==> src/rtl/bomberman_pkg.sv <==
// Shared definitions for the bomberman game controller: FSM state encoding,
// memory-select codes and packed key/movement bundles.
package bomberman_pkg;

    typedef enum logic [3:0] {
        S_IDLE    = 4'd0,
        S_INIT    = 4'd1,
        S_T_LOAD  = 4'd2,
        S_T_DRAW  = 4'd3,
        S_T_NEXT  = 4'd4,
        S_P1_LOAD = 4'd5,
        S_P1_DRAW = 4'd6,
        S_P2_LOAD = 4'd7,
        S_P2_DRAW = 4'd8,
        S_WAIT    = 4'd9,
        S_MOVE    = 4'd10,
        S_OVER    = 4'd11
    } state_t;

    localparam logic [1:0] SEL_TILE = 2'd0;
    localparam logic [1:0] SEL_P1   = 2'd1;
    localparam logic [1:0] SEL_P2   = 2'd2;

    // Raw keys of one player, packed in this fixed order.
    typedef struct packed {
        logic left;
        logic right;
        logic up;
        logic down;
        logic fire;
    } keys_t;

    // Movement request of one player for the current frame.
    typedef struct packed {
        logic xmov;
        logic xdir;
        logic ymov;
        logic ydir;
        logic bomb;
    } move_t;

    // Opposing keys cancel: a move happens only when exactly one is held.
    function automatic logic exactly_one(input logic a, input logic b);
        return a ^ b;
    endfunction

endpackage

==> src/rtl/bomberman_input_latch.sv <==
// Per-player sticky key capture and movement decode. Keys are collected
// across a whole frame so short presses between move phases are not lost.
module bomberman_input_latch
    import bomberman_pkg::*;
(
    input  logic  clock,
    input  logic  reset,
    input  logic  enable,
    input  logic  move_phase,
    input  keys_t keys,
    output move_t move
);

    keys_t held;

    // Sticky capture; the move cycle restarts collection with the keys present then.
    always_ff @(posedge clock) begin
        if (reset) begin
            held <= '0;
        end else if (move_phase) begin
            held <= keys;
        end else if (enable) begin
            held <= held | keys;
        end
    end

    // Movement is only presented during the move cycle; direction is zero when not moving.
    always_comb begin
        move = '0;
        if (move_phase) begin
            move.xmov = exactly_one(held.left, held.right);
            move.xdir = move.xmov & held.right;
            move.ymov = exactly_one(held.up, held.down);
            move.ydir = move.ymov & held.down;
            move.bomb = held.fire;
        end
    end

endmodule

==> src/rtl/bomberman_control.sv <==
// Bomberman frame controller: sequences tile, player-1 and player-2 drawing,
// waits for the frame tick, then issues one cycle of player movement.
module bomberman_control
    import bomberman_pkg::*;
(
    input  logic       clock,
    input  logic       reset,
    input  logic       start,
    input  logic       frame_tick,
    input  logic       finished,
    input  logic       all_tiles_drawn,
    input  logic       game_over,
    input  logic       p1_left,
    input  logic       p1_right,
    input  logic       p1_up,
    input  logic       p1_down,
    input  logic       p1_fire,
    input  logic       p2_left,
    input  logic       p2_right,
    input  logic       p2_up,
    input  logic       p2_down,
    input  logic       p2_fire,
    output logic [1:0] memory_select,
    output logic       copy_enable,
    output logic       tc_enable,
    output logic       player_reset,
    output logic       stage_reset,
    output logic       draw_t,
    output logic       draw_p1,
    output logic       draw_p2,
    output logic       p1_xmov,
    output logic       p1_xdir,
    output logic       p1_ymov,
    output logic       p1_ydir,
    output logic       p1_bomb,
    output logic       p2_xmov,
    output logic       p2_xdir,
    output logic       p2_ymov,
    output logic       p2_ydir,
    output logic       p2_bomb
);

    state_t state;
    state_t state_next;
    keys_t  p1_keys;
    keys_t  p2_keys;
    move_t  p1_move;
    move_t  p2_move;
    logic   keys_live;
    logic   move_phase;

    assign p1_keys    = {p1_left, p1_right, p1_up, p1_down, p1_fire};
    assign p2_keys    = {p2_left, p2_right, p2_up, p2_down, p2_fire};
    assign keys_live  = (state != S_IDLE);
    assign move_phase = (state == S_MOVE);

    assign {p1_xmov, p1_xdir, p1_ymov, p1_ydir, p1_bomb} = p1_move;
    assign {p2_xmov, p2_xdir, p2_ymov, p2_ydir, p2_bomb} = p2_move;

    // State register; reset always returns to idle, even mid-draw.
    always_ff @(posedge clock) begin
        if (reset) begin
            state <= S_IDLE;
        end else begin
            state <= state_next;
        end
    end

    // Next-state and Moore outputs; tc_enable alone follows finished in the same cycle.
    always_comb begin
        state_next    = state;
        memory_select = SEL_TILE;
        copy_enable   = 1'b0;
        tc_enable     = 1'b0;
        player_reset  = 1'b0;
        stage_reset   = 1'b0;
        draw_t        = 1'b0;
        draw_p1       = 1'b0;
        draw_p2       = 1'b0;
        unique case (state)
            S_IDLE: begin
                if (start) state_next = S_INIT;
            end
            S_INIT: begin
                player_reset = 1'b1;
                stage_reset  = 1'b1;
                state_next   = S_T_LOAD;
            end
            S_T_LOAD: begin
                draw_t      = 1'b1;
                copy_enable = 1'b1;
                state_next  = S_T_DRAW;
            end
            S_T_DRAW: begin
                draw_t = 1'b1;
                if (finished) begin
                    tc_enable  = 1'b1;
                    state_next = S_T_NEXT;
                end
            end
            S_T_NEXT: begin
                // all_tiles_drawn here already reflects the tile just counted.
                state_next = all_tiles_drawn ? S_P1_LOAD : S_T_LOAD;
            end
            S_P1_LOAD: begin
                draw_p1       = 1'b1;
                memory_select = SEL_P1;
                copy_enable   = 1'b1;
                state_next    = S_P1_DRAW;
            end
            S_P1_DRAW: begin
                draw_p1       = 1'b1;
                memory_select = SEL_P1;
                if (finished) state_next = S_P2_LOAD;
            end
            S_P2_LOAD: begin
                draw_p2       = 1'b1;
                memory_select = SEL_P2;
                copy_enable   = 1'b1;
                state_next    = S_P2_DRAW;
            end
            S_P2_DRAW: begin
                draw_p2       = 1'b1;
                memory_select = SEL_P2;
                if (finished) state_next = S_WAIT;
            end
            S_WAIT: begin
                if (game_over) begin
                    state_next = S_OVER;
                end else if (frame_tick) begin
                    state_next = S_MOVE;
                end
            end
            S_MOVE: begin
                state_next = S_T_LOAD;
            end
            S_OVER: begin
                if (start) state_next = S_INIT;
            end
            default: begin
                state_next = S_IDLE;
            end
        endcase
    end

    bomberman_input_latch u_p1_latch (
        .clock      (clock),
        .reset      (reset),
        .enable     (keys_live),
        .move_phase (move_phase),
        .keys       (p1_keys),
        .move       (p1_move)
    );

    bomberman_input_latch u_p2_latch (
        .clock      (clock),
        .reset      (reset),
        .enable     (keys_live),
        .move_phase (move_phase),
        .keys       (p2_keys),
        .move       (p2_move)
    );

endmodule
==> config.mk <==
export PLATFORM = sky130hd
export DESIGN_NAME = bomberman_control
export DESIGN_NICKNAME = d
export VERILOG_FILES = /design/src/rtl/bomberman_pkg.sv /design/src/rtl/bomberman_input_latch.sv /design/src/rtl/bomberman_control.sv
export SDC_FILE = /design/constraint.sdc
export NUM_CORES = 1
export LEC_CHECK = 0
export ABC_AREA = 1
export CAP_MARGIN = 20
export CELL_PAD_IN_SITES_DETAIL_PLACEMENT = 0
export CELL_PAD_IN_SITES_GLOBAL_PLACEMENT = 1
export CORE_MARGIN = 1.5
export CORE_UTILIZATION = 30
export CTS_CLUSTER_DIAMETER = 30
export DETAILED_ROUTE_END_ITERATION = 16
export PLACE_DENSITY_LB_ADDON = 0.1
export RECOVER_POWER = 100
export SETUP_SLACK_MARGIN = 0.4
export SKIP_CTS_REPAIR_TIMING = 1
export SLEW_MARGIN = 30
export SYNTH_ARGS = -nofsm -noshare
export SYNTH_HDL_FRONTEND = slang
export SYNTH_HIERARCHICAL = 1
export SYNTH_SLANG_ARGS = --single-unit
==> constraint.sdc <==
create_clock -name clock -period 1.85 [get_ports clock]
set_clock_uncertainty 0.1 [all_clocks]
set_input_delay 0.4625 -clock clock [delete_from_list [all_inputs] [get_ports clock]]
set_output_delay 0.4625 -clock clock [all_outputs]
set_load 0.03 [all_outputs]
# Word-level counts from Yosys, hierarchy flattened
# Cells that the tools add are included.
# word_totals
regBits	14
in_bits	17
output_inout_bits	19
elab_cells	69
# op_classes
eq_ne	16
mux	22
n_bitwise	10
reduce_logical	10
# op_table
operator	n
$pmux W4 S10	1
$mux W5	6
$mux W4	6
$eq A4 B3 Y1 const B	4
$eq A4 B4 Y1 const B	4
$or A5 B5 Y5	2
$reduce_or A2 Y1	5
$eq A4 B2 Y1 const B	2
$mux W1	7
$ne A2 B2 Y1 const B	3
$reduce_and A5 Y1	1
$and A1 B1 Y1	4
$eq A4 B1 Y1 const B	1
$logic_not A4 Y1	1
$pmux W2 S2	1
$reduce_bool A4 Y1	1
$xor A1 B1 Y1	4
$mux W3	1
$ne A3 B3 Y1 const B	1
$reduce_or A3 Y1	1
$ne A2 B1 Y1 const B	1
$reduce_bool A2 Y1	1

# Longest topological paths before layout
# logic_depth
ltp_word	4
ltp_mapped	9
mapped_depth_nobuf	9

# By module
# Netlist, hierarchy kept.
# modules_own_cells
mod	n_inst	cells_per_inst	area_each_um2	seq_area_each_um2
bomberman_input_latch	2	34	271.5	100.1
bomberman_control	1	76	431.7	80.1

# Worst setup path after synthesis
# OpenSTA, ideal clock, no wires.
# synth_path
kind	register to output
start	register state[2]
end	output port stage_reset
arrival_time_ns	1.654
t_required_ns	1.287
path_slack_ns	-0.367
stages_incl_launch_ff	5
n_path_buf	1
path_cell_list	dfxtp_1 nor2_1 inv_1 nor3_1 buf_4
# synth_via
elab_chain_cells	2
# synth_rtl
item	line	source
start: declaration	bomberman_control.sv:43	state_t state;
start signal: assignment	bomberman_control.sv:65	state <= state_next;
$eq A4 B1 Y1	--	
$mux W1	--	
end: declaration	bomberman_control.sv:27	output logic stage_reset,
# Every way passes these cells.

# Worst setup path after layout
# layout_path
start	register state[3]
end	output port p1_xmov
# layout_via
elab_chain_cells	2
# layout_rtl
item	line	source
$eq A4 B4 Y1	bomberman_control.sv:55	assign move_phase = (state == S_MOVE);
via move_phase	bomberman_control.sv:50	logic move_phase;
$mux W5	bomberman_input_latch.sv:30	if (move_phase) begin
end: declaration	bomberman_control.sv:31	output logic p1_xmov,
# The timed path passes the listed nets, and every way through them passes these cells.

==> flow_metrics.py <==
metrics = {
    "synthesis": {
        "synthMuxAreaShare": 0,
        "synth_compound_area_frac": 0.146,
        "synth_top_cell_by_area": "dfxtp_1",
        "synth-xor-area-share": 0,
        "syn_nets": 165,
        "synth_top_family_by_area": "simple AND/OR/NAND/NOR gates",
        "synth_simple_gate_area_frac": 0.358,
        "ys.flop_type": "dfxtp_1",
        "yosys.area_share.adder": 0.0513,
        "synth_top_area_share": 0.288,
        "ys_seq_area_frac": 0.288,
        "synth_common_cells": "24 x nand2_1, 18 x inv_1, 16 x nand2_2",
        "syn_area_per_cell_sq_um": 6.77,
        "synthCells": 144,
        "async_flop_share": 0,
        "yosys-top-cells-area": "dfxtp_1 29%, nand2_2 10%, nand2_1 9.2%, a21oi_1 7.2%, inv_1 6.9%",
        "ys_warn_count": 6,
        "yosysMostFrequentCell": "nand2_1",
        "synth_area_sq_um": 975,
        "ys_ff_latch": 14,
        "synth.distinct_cells": 21,
        "synth_edf_count": 0,
    },
    "layout": {
        "n_antenna_cell": 0,
        "instances_no_fill": 250,
        "fin_area_sq_um": 1900,
        "register_area_sq_um": 290,
        "drive_gt1_frac": 0.583,
        "syn2layout_area_growth_pct": 94.6,
        "final_nets": 228,
        "fillers": 300,
        "multi_input_comb_area_sq_um": 749,
    },
    "clock_tree": {
        "cts.sinks": 14,
        "h-tree-depth": 1,
        "path_clk_slew_ns": 0.08,
        "cts-buffers-inserted": 3,
        "clk_latency_ns": 0.28,
        "cts_tree": "built",
        "clk_path_buf_depth": 2,
        "cts_root_buf": "clkbuf_4",
    },
    "placed_design": {
        "gp_congestion": 0.802,
        "placed_area_sq_um": 1550,
        "dp_cells": 233,
        "io_buffers": 35,
        "dp_hpwl_um": 2000,
        "place_ws_ns": 0.00387,
    },
    "setup_path": {
        "crit_slowest_cell": "dfxtp_4",
        "rr_startpoint": "state[2]$_SDFFE_PP0P_",
        "crit_top_cell": "nor2_4",
        "path_cells": "inv_4, nor2_4, inv_2, nor2_4, buf_12, clkinv_8, nor2_4, buf_6",
        "ff2ff_setup_slack_ns": 0.27,
        "r2r-end": "state[0]$_SDFFE_PP0P_",
        "slowest_delay_ns": 0.37,
        "path_class": "register to primary output",
        "crit_fanout": 7,
        "crit_cells": 8,
        "crit_required_ns": 1.29,
        "worstRegToRegCells": 10,
        "worst-path-buf-inv": 5,
        "end_kind": "primary output",
        "worstPathArrival_ns": 1.42,
        "cp_top_family": "buffers and inverters",
        "start_kind": "register",
    },
    "floorplanning": {
        "io_pins": 36,
        "initial_core_util": 0.317,
        "dieArea_sq_um": 3600,
        "std_cell_rows": 20,
        "core_area_sq_um": 3080,
        "fp.dieW_um": 60,
        "die_y_um": 60,
    },
    "grt": {
        "gr-usage-all-layers": 0.156,
        "grt_max_degree": 15,
        "first_global_vias": 986,
        "gr-total-overflow": 0,
        "grt_first_pass_wirelength_um": 4250,
        "antenna_found_initial": 0,
    },
    "power_and_ir_drop": {
        "p_leak_nw": 0.876,
        "p_total_w": 0.00192,
        "ir_drop_mv": 0.976,
        "power_density_nw_per_um2": 1010,
    },
    "timing": {
        "timing.hold.ws_ns": 0.371,
        "hold_viol": 0,
        "fin_ws_ns": -0.135,
        "setup_viol": 17,
        "finalCritPeriodShare": 1.07,
        "min_period_ns": 1.98,
        "tightestPinTransition_ns": 0.242,
        "fmax_mhz": 504,
        "slew_violations": 0,
        "relSlewSlack": 0.838,
        "rsz0062_at_grt": "yes",
    },
    "detailed_routing": {
        "dr.pass1.iters": 4,
        "drc_errors": 0,
        "via_per_inst": 4.56,
        "vias": 1139,
        "drt_wl_total_um": 2880,
        "drtAntennaViolNets": 0,
        "first_iter_violations": 29,
        "drt-wirelength-per-cell_um": 11.5,
    },
    "flow_run": {
        "cap_violations": 0,
    },
    "worst_hold_path": {
        "min_path_type": "register to register",
        "holdPathStages": 2,
        "min_to": "u_p1_latch/held[4]$_SDFFE_PP0P_",
        "hp-start": "u_p1_latch/held[4]$_SDFFE_PP0P_",
    },
    "outcome": {
        "violations": "setup timing",
        "outcome": "complete, but fails checks",
    },
}
## per-layer routing
| metal | wire (um) | global-route usage | vias up | share of wire |
|---|---|---|---|---|
| met5 | 0 | 0 | - | 0 |
| met4 | 32 | 0.0349 | 0 | 0.011 |
| met3 | 117 | 0.0455 | 4 | 0.041 |
| met2 | 1520 | 0.250 | 26 | 0.53 |
| met1 | 1210 | 0.208 | 524 | 0.42 |
| li1 | - | - | 585 | - |
## logic make-up (layout without fill, tap and decap cells)
| kind of cell | Yosys count | count (layout) |
|---|---|---|
| buf+inv | 28 | 90 |
| simple gates | 70 | 70 |
| compound gates | 28 | 28 |
| flops | 14 | 14 |
| fa+ha+maj | 4 | 4 |
## cell usage in the layout, fill, tap and decap left out, types with 2 or more instances in the layout
master	count
nand2_1	8
a21oi_1	13
nor2_1	4
inv_4	4
o21ai_0	3
dfxtp_2	2
dfxtp_4	2
ha_1	4
buf_4	18
inv_2	9
clkinv_8	2
o21ai_1	7
buf_12	2
clkdlybuf4s50_1	16
nand2_4	9
buf_6	24
inv_1	8
nor2_4	12
nand3_1	9
clkbuf_4	3
o21ai_2	3
nand2_2	22
dfxtp_1	10
## worst register-to-register path, stage by stage, from the launching register on
cell and delay, ns:
dfxtp_2 0.40, inv_2 0.07, nor2_4 0.22, buf_6 0.16, buf_6 0.10, nand3_4 0.07
nand2_2 0.09, nor2_4 0.05, nand2_2 0.09, nand2_2 0.05, a21oi_2 0.12
## registers in the layout, indices dropped and copies added (netlist names)
register and count:
u_p2_latch/held 5, u_p1_latch/held 5, state 4
## cell type report
type | count | area share
Timing Repair Buffer | 62 | 0.340
Clock buffer | 4 | 0.0139
Tap cell | 44 | 0.0290
Sequential cell | 14 | 0.153
Inverter | 24 | 0.0686
Multi-Input combinational cell | 102 | 0.395
## worst max path at each step
stage	to	from
floorplan	p1_xmov	state[3]$_SDFFE_PP0P_
global placement	tc_enable	finished
detailed placement	tc_enable	finished
CTS	p1_xmov	state[1]$_SDFFE_PP0P_
global route	p2_ymov	state[3]$_SDFFE_PP0P_
finish	p1_xmov	state[3]$_SDFFE_PP0P_
## metrics by stage
stage / setup TNS [ns] / util
finish: -1.40 / 0.616
global route: -2.77 / 0.616
CTS: -2.96 / 0.511
detailed placement: 0 / 0.502
global placement: 0 / 0.502
floorplan: 0 / -
## power by group
group	switching [W]	internal [W]
sequential	0.0000867	0.000403
clock	0.0000958	0.0000836
combinational	0.000655	0.000597
total	0.000837	0.00108
(Power assumes the default switching activity.)
